--- src/rtl/sdram_iobus_bridge_pkg.sv ---
// rtl/sdram_iobus_bridge_pkg.sv - shared definitions for the IO bus to SDRAM bridge
// Purpose: bridge state encoding, timeout read word, word-address slice bounds.
// Ports: none (package).
// Config: SDRAM_BRIDGE_RMW_EN adds the MERGE and WR_REQ states.
package sdram_iobus_bridge_pkg;

   typedef enum logic [2:0] {
      ST_IDLE    = 3'd0,
      ST_REQ     = 3'd1,
      ST_RD_WAIT = 3'd2,
`ifdef SDRAM_BRIDGE_RMW_EN
      ST_MERGE   = 3'd3,
      ST_WR_REQ  = 3'd4,
`endif
      ST_DONE    = 3'd5
   } state_t;

   // Word returned to the IO bus when the controller never answers a read.
   localparam logic [31:0] TIMEOUT_WORD = 32'hDEADBEEF;

   // Byte address bits that form the SDRAM word address.
   localparam int WORD_ADDR_HI = 24;
   localparam int WORD_ADDR_LO = 2;
   localparam int WORD_ADDR_W  = WORD_ADDR_HI - WORD_ADDR_LO + 1;

endpackage

--- src/rtl/sdram_iobus_bridge.sv ---
// rtl/sdram_iobus_bridge.sv - MCS IO bus to SDRAM controller request bridge
// Purpose: turns one IO bus transfer into SDRAM controller requests and a
//          single-cycle io_ready completion; reads time out to 32'hDEADBEEF.
// Ports: clk/rst (sync, active-high); io_* MCS IO bus slave side;
//        sd_* SDRAM controller request/response side; timeout_err sticky flag.
// Config: SDRAM_BRIDGE_RMW_EN enables read-modify-write for partial writes;
//         without it partial writes go out as full words.
module sdram_iobus_bridge
   import sdram_iobus_bridge_pkg::*;
#(
   parameter int TIMEOUT_CYCLES = 1023
) (
   input  logic                   clk,
   input  logic                   rst,
   input  logic                   io_addr_strobe,
   input  logic                   io_read_strobe,
   input  logic                   io_write_strobe,
   input  logic [31:0]            io_address,
   input  logic [3:0]             io_byte_enable,
   input  logic [31:0]            io_write_data,
   output logic [31:0]            io_read_data,
   output logic                   io_ready,
   output logic [WORD_ADDR_W-1:0] sd_addr,
   output logic                   sd_rw,
   output logic [31:0]            sd_data_in,
   input  logic [31:0]            sd_data_out,
   input  logic                   sd_busy,
   output logic                   sd_in_valid,
   input  logic                   sd_out_valid,
   output logic                   timeout_err
);

   localparam int              CNT_W    = $clog2(TIMEOUT_CYCLES + 1);
   localparam logic [CNT_W-1:0] CNT_LAST = CNT_W'(TIMEOUT_CYCLES - 1);

   state_t                 state, state_nxt;
   logic [WORD_ADDR_W-1:0] addr_q;
   logic [31:0]            data_q;
   logic [31:0]            rd_q;
   logic                   wr_q;
   logic                   tmo_q;
   logic                   valid_prev_q;
   logic [CNT_W-1:0]       cnt_q;
   logic                   fire;
   logic                   direct_wr;
   logic                   unused_bits;

   // Address bits outside the word slice and the read strobe carry no
   // information: direction is taken from io_write_strobe alone.
   assign unused_bits = ^{io_address[31:WORD_ADDR_HI+1], io_address[WORD_ADDR_LO-1:0], io_read_strobe};

`ifdef SDRAM_BRIDGE_RMW_EN
   logic [3:0] be_q;
   logic       rmw_q;

   function automatic logic [31:0] merge_lanes(input logic [31:0] wr_word,
                                               input logic [31:0] rd_word,
                                               input logic [3:0]  be);
      logic [31:0] res;
      res = rd_word;
      for (int n = 0; n < 4; n++) begin
         if (be[n]) res[8*n +: 8] = wr_word[8*n +: 8];
      end
      return res;
   endfunction

   // A partial write first goes out as a read; only full writes go direct.
   assign direct_wr = wr_q & ~rmw_q;
`else
   assign direct_wr = wr_q;
`endif

   always_comb begin
      state_nxt = state;
      fire      = 1'b0;
      sd_rw     = 1'b0;
      case (state)
         ST_IDLE: begin
            if (io_addr_strobe) begin
               state_nxt = (io_write_strobe && io_byte_enable == 4'b0000) ? ST_DONE : ST_REQ;
            end
         end
         ST_REQ: begin
            sd_rw = direct_wr;
            // valid_prev_q keeps request pulses from ever landing back to back
            if (!sd_busy && !valid_prev_q) begin
               fire      = 1'b1;
               state_nxt = direct_wr ? ST_DONE : ST_RD_WAIT;
            end
         end
         ST_RD_WAIT: begin
            if (sd_out_valid) begin
`ifdef SDRAM_BRIDGE_RMW_EN
               state_nxt = rmw_q ? ST_MERGE : ST_DONE;
`else
               state_nxt = ST_DONE;
`endif
            end else if (cnt_q == CNT_LAST) begin
               state_nxt = ST_DONE;
            end
         end
`ifdef SDRAM_BRIDGE_RMW_EN
         ST_MERGE: state_nxt = ST_WR_REQ;
         ST_WR_REQ: begin
            sd_rw = 1'b1;
            if (!sd_busy && !valid_prev_q) begin
               fire      = 1'b1;
               state_nxt = ST_DONE;
            end
         end
`endif
         ST_DONE: state_nxt = ST_IDLE;
         default: state_nxt = ST_IDLE;
      endcase
   end

   always_ff @(posedge clk) begin
      if (rst) begin
         state        <= ST_IDLE;
         addr_q       <= '0;
         data_q       <= '0;
         rd_q         <= '0;
         wr_q         <= 1'b0;
         tmo_q        <= 1'b0;
         valid_prev_q <= 1'b0;
         cnt_q        <= '0;
         timeout_err  <= 1'b0;
`ifdef SDRAM_BRIDGE_RMW_EN
         be_q         <= '0;
         rmw_q        <= 1'b0;
`endif
      end else begin
         state        <= state_nxt;
         valid_prev_q <= fire;
         case (state)
            ST_IDLE: begin
               if (io_addr_strobe) begin
                  addr_q <= io_address[WORD_ADDR_HI:WORD_ADDR_LO];
                  data_q <= io_write_data;
                  wr_q   <= io_write_strobe;
                  tmo_q  <= 1'b0;
                  rd_q   <= '0;
`ifdef SDRAM_BRIDGE_RMW_EN
                  be_q   <= io_byte_enable;
                  rmw_q  <= io_write_strobe && (io_byte_enable != 4'b1111);
`endif
               end
            end
            ST_REQ: cnt_q <= '0;
            ST_RD_WAIT: begin
               if (sd_out_valid) begin
                  rd_q <= sd_data_out;
               end else if (cnt_q == CNT_LAST) begin
                  rd_q        <= TIMEOUT_WORD;
                  tmo_q       <= 1'b1;
                  timeout_err <= 1'b1;
               end else begin
                  cnt_q <= cnt_q + 1'b1;
               end
            end
`ifdef SDRAM_BRIDGE_RMW_EN
            ST_MERGE: data_q <= merge_lanes(data_q, rd_q, be_q);
`endif
            default: ;
         endcase
      end
   end

   assign sd_in_valid  = fire;
   assign sd_addr      = addr_q;
   assign sd_data_in   = data_q;
   assign io_ready     = (state == ST_DONE);
   // Writes report zero unless an aborted RMW read timed out.
   assign io_read_data = (state == ST_DONE && (!wr_q || tmo_q)) ? rd_q : 32'h0;

endmodule

--- config.mk ---
export PLATFORM = sky130hd
export DESIGN_NAME = sdram_iobus_bridge
export DESIGN_NICKNAME = d
export VERILOG_FILES = /design/src/rtl/sdram_iobus_bridge_pkg.sv /design/src/rtl/sdram_iobus_bridge.sv
export SDC_FILE = /design/constraint.sdc
export NUM_CORES = 1
export LEC_CHECK = 0
export ABC_AREA = 1
export BUFFER_PORTS_ARGS = -buffer_cell sky130_fd_sc_hd__buf_2
export CORE_ASPECT_RATIO = 2
export CORE_MARGIN = 10
export CORE_UTILIZATION = 44
export CTS_BUF_LIST = sky130_fd_sc_hd__clkbuf_8
export DETAILED_ROUTE_END_ITERATION = 10
export PLACE_DENSITY = 0.85
export SLEW_MARGIN = 20
export SYNTH_ARGS = -nofsm -noshare
export SYNTH_HDL_FRONTEND = slang
export SYNTH_SLANG_ARGS = --single-unit
--- constraint.sdc ---
create_clock -name clk -period 1.3 [get_ports clk]
set_input_delay 0.065 -clock clk [delete_from_list [all_inputs] [get_ports clk]]
set_output_delay 0.065 -clock clk [all_outputs]
set_load 0.03 [all_outputs]
Yosys cells after proc, flatten, opt, wreduce, memory -nomap -nowiden
Cells that the tools add are included.
{"block": "word_totals", "register_bits": 104, "input_bits": 107, "output_inout_bits": 91, "wordCells": 60}
{"block": "classes", "addsub": 1, "eq_ne": 10, "muxes": 22, "bitwise_logic": 1, "reduce_logical": 17}
{"cell": "two-way mux 32 bit", "n": 4}
{"cell": "case mux 32 bit (2 select lines)", "n": 1}
{"cell": "two-way mux 10 bit", "n": 2}
{"cell": "case mux 10 bit (2 select lines)", "n": 1}
{"cell": "two-way mux 3 bit", "n": 6}
{"cell": "AND reduction 3 bit", "n": 4}
{"cell": "adder 10 x 1 -> 10 bit, second input constant", "n": 1}
{"cell": "== test 10 bit, second input constant", "n": 1}
{"cell": "!= test 2 bit, second input constant", "n": 5}
{"cell": "case mux 3 bit (3 select lines)", "n": 1}
{"cell": "two-way mux 1 bit", "n": 6}
{"cell": "logical NOT 4 bit", "n": 1}
{"cell": "AND reduction 4 bit", "n": 1}
{"cell": "nonzero test 2 bit", "n": 2}
{"cell": "== test 3 x 1 -> 1 bit, second input constant", "n": 1}
{"cell": "== test 3 x 2 -> 1 bit, second input constant", "n": 1}
{"cell": "== test 3 bit, second input constant", "n": 1}
{"cell": "logical AND 1 bit", "n": 3}
{"cell": "logical NOT 1 bit", "n": 3}
{"cell": "logical NOT 3 bit", "n": 1}
{"cell": "!= test 3 bit, second input constant", "n": 1}
{"cell": "case mux 1 bit (2 select lines)", "n": 1}
{"cell": "AND reduction 2 bit", "n": 1}
{"cell": "logical OR 1 bit", "n": 1}
{"cell": "NOT 1 bit", "n": 1}

Longest topological paths before layout
{"block": "depth", "ltp_word": 5, "ltp_mapped": 11, "ltp_nobuf": 11}

Worst setup path before layout
OpenSTA, ideal clock, no wires.
{"block": "synth_path", "kind": "register to output", "start": "reg state[2]", "end": "out io_read_data[10]", "t_arrival_ns": 2.064, "t_required_ns": 1.235, "slack_ns": -0.829, "stages_incl_launch_ff": 6, "path_buffers": 1, "cell_sequence": "dfxtp_1 > inv_1 > nor3_1 > o21ai_1 > buf_2 > nor2_1"}
{"block": "synth_between", "elab_chain_cells": 3}
{"element": "start: declaration", "line_no": "sdram_iobus_bridge.sv:36", "rtl": "state_t state, state_nxt;"}
{"element": "start signal: assignment", "line_no": "sdram_iobus_bridge.sv:133", "rtl": "state <= state_nxt;"}
{"element": "== test 3 bit"}
{"element": "net io_ready", "line_no": "sdram_iobus_bridge.sv:22", "rtl": "output logic io_ready,"}
{"element": "logical AND 1 bit", "line_no": "sdram_iobus_bridge.sv:174", "rtl": "assign io_read_data = (state == ST_DONE && (!wr_q || tmo_q)) ? rd_q : 32'h0;"}
{"element": "two-way mux 32 bit", "line_no": "sdram_iobus_bridge.sv:174"}
{"element": "end: declaration", "line_no": "sdram_iobus_bridge.sv:21", "rtl": "output logic [31:0] io_read_data,"}
The timed path passes the listed nets, and every way through them passes these cells.

Worst setup path after layout
{"block": "layout_path", "start": "reg state[2]", "end": "reg addr_q[19] (netlist: sd_addr[19])"}
{"block": "layout_between", "elab_chain_cells": 2}
{"element": "logical NOT 3 bit", "line_no": "sdram_iobus_bridge.sv:135", "rtl": "case (state)"}
{"element": "AND reduction 2 bit (no source line)"}
{"element": "end signal: assignment", "line_no": "sdram_iobus_bridge.sv:138", "rtl": "addr_q <= io_address[WORD_ADDR_HI:WORD_ADDR_LO];"}
{"element": "end: declaration", "line_no": "sdram_iobus_bridge.sv:37", "rtl": "logic [WORD_ADDR_W-1:0] addr_q;"}
No other way between the ends.
A chain may end at the register's enable or synchronous reset.

==> impl_metrics.json <==
{
  "ioPinCount": 198,
  "yosysSeqAreaShare": 0.4555,
  "max_cap_violations": 0,
  "hold_end": "cnt_q[8]$_SDFFE_PP0P_",
  "core_area_um2": 10150,
  "drc": 0,
  "crit_required_ns": 1.60,
  "start_util": 0.4503,
  "r2r_start": "state[2]$_SDFFE_PP0P_",
  "cts_buffers": 9,
  "p_leak_nw": 3.725,
  "ff2ff_path_depth": 11,
  "reg2reg_slack_ns": -0.51,
  "rsz0062_at_grt": "true",
  "hold_viol": 0,
  "portBuffers": 187,
  "drv_slew": 0,
  "top_layer": "met5",
  "synth_cell_types": 28,
  "wl_per_cell_um": 20.49,
  "hold_start": "rst",
  "wl_met1_mm": 7.049,
  "gr-total-overflow": 0,
  "yosysTopAreaCellShare": 0.4555,
  "drtIter0Drc": 321,
  "multi_input_area_um2": 2989,
  "dp_hpwl_mm": 10.93,
  "stdcell_count": 1098,
  "numPlacedInstances": 974,
  "synth_area_leaders": "dfxtp_1 (46%), nor2_1 (20%), o21ai_0 (5.8%)",
  "fillCellCount": 540,
  "clock_path_buffers": 2,
  "fin_nets": 1062,
  "setup_tns_ns": -42.86,
  "yosys_warnings": 0,
  "fin_crit_sh": 1.396,
  "endpoint_kind": "flip-flop",
  "cts-htree-levels": 3,
  "placed_cell_area_um2": 6165,
  "holdWs_ns": 0.03255,
  "netlist_area_um2": 4571,
  "clock.fmax_mhz": 551.1,
  "regToRegEndpoint": "sd_addr[19]$_SDFFE_PP0P_",
  "setup_violations": 138,
  "dp_slack_ns": -0.1398,
  "cts.sinks": 104,
  "ys_ff_latch": 104,
  "clk_latency_ns": 0.39,
  "holdPathStages": 4,
  "clkTransAtPathRegs_ns": 0.11,
  "ant_nets": 0,
  "syn_avg_cell_area_um2": 7.053,
  "start_kind": "flip-flop",
  "grt_pass1_wl_mm": 30.30,
  "grt_pass1_vias": 5979,
  "die_y_um": 164.1,
  "fin_worst_skew_ns": 0.01454,
  "final_layout_size_suffix_gt1_frac": 0.5157,
  "final_common_cell": "buf_2",
  "antenna_found_initial": 5,
  "total_power_mw": 16.50,
  "seq_area_um2": 2093,
  "power_density_nw_per_um2": 1918,
  "dieArea_um2": 15110,
  "met3WireLength_mm": 1.772,
  "path_class": "flip-flop to flip-flop",
  "synth_cells": 648,
  "status": "complete, but fails checks",
  "failed_checks": "setup timing",
  "design_area_um2": 8602,
  "num_rows": 52,
  "final_cell_mix": "buf_2 (152), nor2_1 (149), dfxtp_1 (99)",
  "setup_ws_ns": -0.5144,
  "syn_to_final_growth_pct": 88.20,
  "cts-root-buf": "clkbuf_8",
  "arrival_ns": 2.12,
  "yosys.area.top_type": "dfxtp_1",
  "grt_usage": 0.2501,
  "path_max_fanout": 7,
  "wl_met2_mm": 12.23,
  "worst_slew_pin_slew_ns": 0.3875,
  "drt-total-wl_mm": 22.50,
  "first_pass_iters": 4,
  "relSlewSlack": 0.7413,
  "grt_max_degree": 58,
  "cts_tree": "done",
  "vias": 5843,
  "fin_crit_ns": 1.814,
  "final_util": 0.8475,
  "peakVddDrop_mv": 1.484,
  "synth_nets": 757,
  "vias_per_cell": 5.321,
  "die_w_um": 92.07,
  "place.gp.congestion": 0.8624,
  "hold_class": "input pin to flip-flop"
}
synthesized netlist by cell type:
cell type	n
a21oi_1	19
a31oi_1	1
buf_12	2
buf_2	13
buf_4	4
buf_6	3
clkbuf_1	16
dfxtp_1	104
ha_1	2
inv_1	50
inv_2	5
inv_8	1
nand2_1	45
nand2_2	2
nand2_4	3
nand2_8	2
nand3_1	13
nand3_2	2
nor2_1	242
nor2_2	20
nor2_4	5
nor3_1	4
nor4_1	1
o21a_1	1
o21ai_0	53
o21ai_1	32
o21ai_2	1
xor2_1	2
flip-flops by register name, summed over array words and instances, names as in the netlist:
register / cells
rd_q: 32
sd_addr: 23
direct_wr: 1
sd_data_in: 32
valid_prev_q: 1
cnt_q: 10
state: 3
tmo_q: 1
timeout_err: 1
cell type report:
| type | instances | share of cell area |
|---|---|---|
| inverters | 56 | 0.02836 |
| repair buffers | 328 | 0.3286 |
| multi-input cells | 450 | 0.3475 |
| diodes | 5 | 0.001455 |
| clock buffers | 10 | 0.01600 |
| well taps | 135 | 0.01964 |
| flip-flops and latches | 104 | 0.2433 |
| repair inverters | 4 | 0.007418 |
| clock inverters | 6 | 0.007709 |
how the worst max path moves through the flow:
| stage | start | end | slack, ns | cells past startpoint |
|---|---|---|---|---|
| 3_5_place_dp | cnt_q[0]$_SDFFE_PP0P_ | rd_q[23]$_SDFFE_PP0P_ | -0.14 | 10 |
| 3_3_place_gp | cnt_q[0]$_SDFFE_PP0P_ | cnt_q[4]$_SDFFE_PP0P_ | -0.08 | 10 |
| 4_1_cts | state[1]$_SDFFE_PP0P_ | io_read_data[10] | -0.33 | 5 |
| 6_report | state[2]$_SDFFE_PP0P_ | sd_addr[19]$_SDFFE_PP0P_ | -0.51 | 11 |
| 5_1_grt | state[2]$_SDFFE_PP0P_ | sd_addr[19]$_SDFFE_PP0P_ | -0.56 | 11 |
| 2_1_floorplan | state[0]$_SDFFE_PP0P_ | io_read_data[10] | -0.14 | 5 |
what timing repair did:
item | CTS | global route
gates resized for setup | 208 | 128
cloned | 15 | 2
hold endpoints to repair | 65 | 0
hold buffers | 65 | 0
pin swaps | 22 | 46
setup buffers | 21 | 10
setup endpoints to repair | 125 | 138
cell families after synthesis:
family / after synthesis / share of synthesized area
compound gates: 107 / 0.1188
xor+xnor: 2 / 0.003833
fa+ha+maj: 2 / 0.005474
buf+inv: 94 / 0.09773
flops: 104 / 0.4555
simple gates: 339 / 0.3186
critical path, cell delays in order, from the launching register on:
cell,delay [ns]
dfxtp_2,0.35
buf_4,0.14
nor2_4,0.12
nand2_2,0.10
nor2_4,0.11
buf_6,0.12
buf_8,0.12
buf_12,0.13
buf_16,0.13
buf_4,0.10
o21ai_0,0.09
nor2_1,0.22
layer usage:
| metal | track usage | vias to the layer above |
|---|---|---|
| met5 | 0 | - |
| met4 | 0.1587 | 2 |
| met3 | 0.07499 | 124 |
| met2 | 0.4665 | 364 |
| met1 | 0.2269 | 2733 |
| li1 | - | 2620 |
power by group:
part	internal, mW	total (mW)	switching (mW)
Combinational	3.99	9.55	5.56
Sequential	4.04	4.77	0.730
Clock	0.953	2.18	1.22
Total	8.98	16.5	7.51
(Power assumes the default switching activity.)
